--- src/rtl/seg_scan_ctrl.sv ---
// Round-robin scan controller for a bank of multiplexed 7-segment digits sharing one decoder.
// Inserts blank cycles between digit windows and shadows each digit's value for its whole window.
module seg_scan_ctrl #(
    parameter int NDIG  = 4,
    parameter int DIV   = 1000,
    parameter int BLANK = 2
) (
    input  logic            clk,
    input  logic            rst_n,
    input  logic            scan_en,
    input  logic            wr_en,
    input  logic [2:0]      wr_addr,
    input  logic [4:0]      wr_data,
    output logic [3:0]      digit_code,
    output logic [NDIG-1:0] dig_sel,
    output logic            frame_tick
);

    localparam int CNT_MAX = (DIV > BLANK) ? DIV : BLANK;
    localparam int CNT_W   = (CNT_MAX > 1) ? $clog2(CNT_MAX) : 1;
    localparam int IDX_W   = $clog2(NDIG);

    typedef enum logic {
        S_BLANK = 1'b0,
        S_DRIVE = 1'b1
    } state_t;

    typedef struct packed {
        logic       en;
        logic [3:0] code;
    } entry_t;

    state_t            state_q, state_d;
    logic [CNT_W-1:0]  cnt_q, cnt_d;
    logic [IDX_W-1:0]  idx_q, idx_d;
    entry_t            entry_q [NDIG];
    entry_t            entry_d [NDIG];
    logic [3:0]        code_q, code_d;
    logic [NDIG-1:0]   dig_sel_q, dig_sel_d;
    logic              frame_tick_q, frame_tick_d;

    entry_t            cur_entry;
    logic [NDIG-1:0]   cur_one_hot;

    assign cur_entry   = entry_q[idx_q];
    assign cur_one_hot = NDIG'(1) << idx_q;

    // NOTE: every signal gets a default at the top of always_comb so no path can infer a latch.
    always_comb begin
        state_d      = state_q;
        cnt_d        = cnt_q;
        idx_d        = idx_q;
        code_d       = code_q;
        dig_sel_d    = dig_sel_q;
        frame_tick_d = 1'b0;
        entry_d      = entry_q;

        if (wr_en && (int'(wr_addr) < NDIG)) begin
            entry_d[wr_addr[IDX_W-1:0]] = entry_t'(wr_data);
        end

        if (!scan_en) begin
            state_d   = S_BLANK;
            cnt_d     = '0;
            dig_sel_d = '0;
        end else begin
            case (state_q)
                S_BLANK: begin
                    if (cnt_q == CNT_W'(BLANK - 1)) begin
                        // Capture from the registered entry: a write on this same edge is not seen.
                        state_d   = S_DRIVE;
                        cnt_d     = '0;
                        code_d    = cur_entry.code;
                        dig_sel_d = cur_entry.en ? cur_one_hot : '0;
                    end else begin
                        cnt_d = cnt_q + 1'b1;
                    end
                end
                S_DRIVE: begin
                    if (cnt_q == CNT_W'(DIV - 1)) begin
                        state_d   = S_BLANK;
                        cnt_d     = '0;
                        dig_sel_d = '0;
                        if (idx_q == IDX_W'(NDIG - 1)) begin
                            idx_d        = '0;
                            frame_tick_d = 1'b1;
                        end else begin
                            idx_d = idx_q + 1'b1;
                        end
                    end else begin
                        cnt_d = cnt_q + 1'b1;
                    end
                end
                default: begin
                    state_d = S_BLANK;
                    cnt_d   = '0;
                end
            endcase
        end
    end

    // NOTE: the entry bank is a handful of flops rather than a RAM, so it is cleared in reset.
    always_ff @(posedge clk) begin
        if (!rst_n) begin
            state_q      <= S_BLANK;
            cnt_q        <= '0;
            idx_q        <= '0;
            code_q       <= '0;
            dig_sel_q    <= '0;
            frame_tick_q <= 1'b0;
            for (int i = 0; i < NDIG; i++) begin
                entry_q[i] <= '0;
            end
        end else begin
            state_q      <= state_d;
            cnt_q        <= cnt_d;
            idx_q        <= idx_d;
            code_q       <= code_d;
            dig_sel_q    <= dig_sel_d;
            frame_tick_q <= frame_tick_d;
            entry_q      <= entry_d;
        end
    end

    assign digit_code = code_q;
    assign dig_sel    = dig_sel_q;
    assign frame_tick = frame_tick_q;

endmodule

--- config.mk ---
export PLATFORM = sky130hd
export DESIGN_NAME = seg_scan_ctrl
export DESIGN_NICKNAME = d
export VERILOG_FILES = /design/src/rtl/seg_scan_ctrl.sv
export SDC_FILE = /design/constraint.sdc
export NUM_CORES = 1
export LEC_CHECK = 0
export CAP_MARGIN = 20
export CORE_ASPECT_RATIO = 1.25
export CORE_MARGIN = 3
export CORE_UTILIZATION = 30
export CTS_CLUSTER_SIZE = 28
export DETAILED_ROUTE_END_ITERATION = 12
export HOLD_SLACK_MARGIN = 0.03
export PLACE_DENSITY_LB_ADDON = 0.3
export SLEW_MARGIN = 25
export SYNTH_ARGS = -nofsm -noshare
export SYNTH_HDL_FRONTEND = slang
export SYNTH_SLANG_ARGS = --single-unit
--- constraint.sdc ---
create_clock -name clk -period 1.35 [get_ports clk]
set_input_delay 0.27 -clock clk [delete_from_list [all_inputs] [get_ports clk]]
set_output_delay 0.27 -clock clk [all_outputs]
set_load 0.01 [all_outputs]
==> run summary <==
The number of antenna violations at the first check in global routing came out at 0. The first global-routing pass estimated 6.36 mm of wire. The number of global-route vias before repair is 1341.

The cell area after synthesis is 1980 sq um. Clock tree synthesis inserted a total of 5 buffers. Across the run, the number of max-cap violations was 0.

Setup repair after global routing could not meet its margin everywhere. The root buffer cell is sky130_fd_sc_hd__clkbuf_8. The combinational power share came out at 0.088. The data arrival time of the critical path is 1720 ps. Once detail routing completed, the nets flagged for antenna violations numbered 0.

The type of the worst setup path is flop to flop. The number of levels in the clock H-tree is 2. The insertion delay of the later-clocked pin in the worst-skew pair came out at 300 ps. The via density per instance came out at 4.39.

The max-slew violation total from the final report is 0. In this run the critical register-to-register path is launched from cnt_q[1]$_SDFF_PN0_. The placement row count is 32.

Among all flip-flop cells after synthesis, the most frequent one is sky130_fd_sc_hd__dfxtp_1. The maximum number of pins on one net before global-route repair is 16. The total power density per cell area is 854 nW/um^2. The post-layout instance area is 2710 sq um. The library cells used most frequently in the layout, excluding fill and tap cells, are sky130_fd_sc_hd__dfxtp_1, sky130_fd_sc_hd__buf_4, sky130_fd_sc_hd__mux2i_1. The async set or reset register ratio after synthesis came out at 0. The number of design-rule violations left by the first detailed-router iteration came out at 28. The count of hold-fix buffers inserted at cts came out at 0.

The part of the total power dissipated in the clock network came out at 0.366. Once layout is complete, the utilization of the core stands at 0.431. The overall fraction of global-route tracks in use came out at 0.106. The clock transition at the registers of the reported paths is 90 ps.

The routing usage on met3 came out at 0.0298. The layer flagged by global routing as most heavily used is met2. The peak fanout along the critical path came out at 6.

Final hold analysis gives a worst-case slack of 464 ps. The initial utilization of the core area, before any placement, comes to 0.314. The fraction of layout cells with a size suffix above 1 came out at 0.295. In this run the worst hold path is classified as flop to flop. The routed wire length is 3.75 mm.

The final reports fail on setup timing. Counting distinct cell types in the post-synthesis netlist gives 37. The total I/O pin count came out at 21. The required time of the critical path came out at 1550 ps. The post-route DRC violation count came out at 0. CTS saw 42 sinks.

The slew at the pin with the worst max-slew slack is 343 ps. Timing analysis after detailed placement gives a worst setup slack of -321 ps. The synthesized netlist cell count came out at 184.

The total overflow reported by the global router is 0. The global-route track usage on met1 is 0.139. The routability congestion estimate from global placement is 0.765. Between clock sinks in the finished design, the worst skew comes to 14.4 ps. The met2 track demand over resource in global routing is 0.161. TritonCTS built the clock tree. The library cell used most frequently in the layout, excluding fill and tap cells, is sky130_fd_sc_hd__dfxtp_1.

The routed wire length per instance is 11.7 um. Detailed placement ended at an HPWL of 2.84 mm. Of the total power, the share spent switching nets is 0.248. In this run the standard cell core region covers 6290 sq um. Cell internal power was estimated by the tool at 1740 uW. The run finished, with violations left. The number of failing setup endpoints in the final timing report came out at 20. Measured along the y axis, the die boundary spans 96.8 um.

The share of total power dissipated in sequential elements is 0.547. The diode insertion count for antenna repair came out at 0. In this run the most critical hold path is launched from dig_sel[3]$_SDFFE_PN0P_. The die covers 7610 sq um. The total via count after detailed routing is 1415.

The number of iterations in the first detailed-routing pass came out at 2. Sorting the synthesized cells by area gives the leading types as sky130_fd_sc_hd__dfxtp_1, sky130_fd_sc_hd__mux2i_1, sky130_fd_sc_hd__nor2b_1. The maximum vdd drop came out at 0.375 mV.

The standby leakage power came out at 0.00109 uW. The number of nets in the finished design came out at 254. The die extent in x is 78.6 um. The hold violation count in the final report is 0.

The max-slew headroom at the worst pin is 0.769. Once routing completed, OpenROAD measured the worst setup slack at -177 ps. The average size of a mapped cell came out at 10.7 sq um.

The area growth from synthesis to layout is 37.2%. The leading area contributor after synthesis is sky130_fd_sc_hd__dfxtp_1. The post-detailed-placement cell area is 2540 sq um. Of the synthesized area, sequential elements account for 0.425.

The number of buffer cells added on primary ports is 20. The number of register bits inferred by synthesis came out at 42. In this run the worst setup path begins at cnt_q[1]$_SDFF_PN0_. The worst setup path is launched from a flop.

The total number of yosys warnings is 0. In the finished design, the share of the clock period the worst path needs comes to 1.13. The timing-limited maximum frequency came out at 655 MHz. Synthesis produced a netlist with a net count of 202. The worst setup path is captured at a flop.

The buffer levels on the longest clock path came out at 2. Subtracting the final worst setup slack from the clock period gives 1530 ps. The switching power summed over all nets is 575 uW. In the final timing run, aggregate negative setup slack is -2530 ps. The area share of the largest cell type after synthesis came out at 0.425.

The number of enable flip-flop cells after synthesis is 0.
worst paths after layout:
check / slack [ps] / cells after the start / to
hold / removal: 460 / 2 / dig_sel[3]$_SDFFE_PN0P_
setup reg to reg: -180 / 6 / dig_sel[2]$_SDFFE_PN0P_
setup / recovery: -180 / 6 / dig_sel[2]$_SDFFE_PN0P_
hold reg to reg: 460 / 2 / dig_sel[3]$_SDFFE_PN0P_
critical path, cell delays in order (launching register included):
cell and delay, ps:
sky130_fd_sc_hd__dfxtp_4 370, sky130_fd_sc_hd__inv_2 60, sky130_fd_sc_hd__ha_4 110, sky130_fd_sc_hd__nor4b_4 260
sky130_fd_sc_hd__nand3_2 200, sky130_fd_sc_hd__nand4_4 200, sky130_fd_sc_hd__a2bb2o_4 220
cells by family after synthesis:
| kind of cell | after synthesis | share of synthesized area |
|---|---|---|
| fa+ha+maj | 6 | 0.0380 |
| simple gates | 71 | 0.227 |
| mux | 31 | 0.196 |
| compound gates | 6 | 0.0297 |
| buf+inv | 20 | 0.0487 |
| xor+xnor | 8 | 0.0354 |
| flops | 42 | 0.425 |
cells in the mapped netlist, types with 2 or more instances:
cell type and n:
sky130_fd_sc_hd__ha_1 6, sky130_fd_sc_hd__mux4_1 4, sky130_fd_sc_hd__nor3_1 2, sky130_fd_sc_hd__buf_2 2, sky130_fd_sc_hd__inv_1 11, sky130_fd_sc_hd__mux2i_1 26
sky130_fd_sc_hd__nor4bb_1 2, sky130_fd_sc_hd__nand2_1 8, sky130_fd_sc_hd__xor2_1 3, sky130_fd_sc_hd__nand3_1 6, sky130_fd_sc_hd__xnor2_1 5, sky130_fd_sc_hd__clkbuf_1 4
sky130_fd_sc_hd__dfxtp_1 42, sky130_fd_sc_hd__nor2_1 14, sky130_fd_sc_hd__buf_6 2, sky130_fd_sc_hd__nand4_1 2, sky130_fd_sc_hd__nor2b_1 24, sky130_fd_sc_hd__a2bb2o_2 2
routing by layer:
layer  routed length [um]  part of all wire
met2                 1760              0.47
met5                    0                 0
met3                  135             0.036
met4                   35            0.0093
met1                 1820              0.49
cell type report:
type | count | area, sq um
timing repair buffer | 54 | 482
inverter | 11 | 41.3
multi-input combinational | 122 | 1140
fill | 630 | 3570
sequential | 42 | 850
clock inverter | 3 | 23.8
clock buffer | 5 | 68.8
tap | 85 | 106
registers in the layout (all words and copies together), names as in the netlist:
name,cells
cnt_q,10
dig_sel,4
digit_code,4
entry_q,20
frame_tick,1
idx_q,2
state_q,1
through the flow:
| stage | total power [uW] | cells |
|---|---|---|
| after global placement | 1490 | 312 |
| after detailed placement | 1490 | 312 |
| final | 2310 | 322 |
| after global routing | 2430 | 322 |
| after CTS | 2350 | 321 |
| after floorplan | 1390 | 184 |
power by group through the flow:
stage	clock network, uW	registers (uW)	logic [uW]
6_report	846	1270	203
5_1_grt	939	1270	222
4_1_cts	884	1270	197
3_5_place_dp	0	1300	194
3_3_place_gp	0	1300	193
2_1_floorplan	0	1290	96.5
timing repair:
item | 4_1_cts | 5_1_grt
resized for setup | 11 | 23
pin swaps | 5 | 12
setup endpoints to repair | 29 | 33
cloned | 0 | 0
hold endpoints to repair | 0 | 0
setup buffers | 1 | 1
Note: power is estimated with default switching activity, not from simulation.
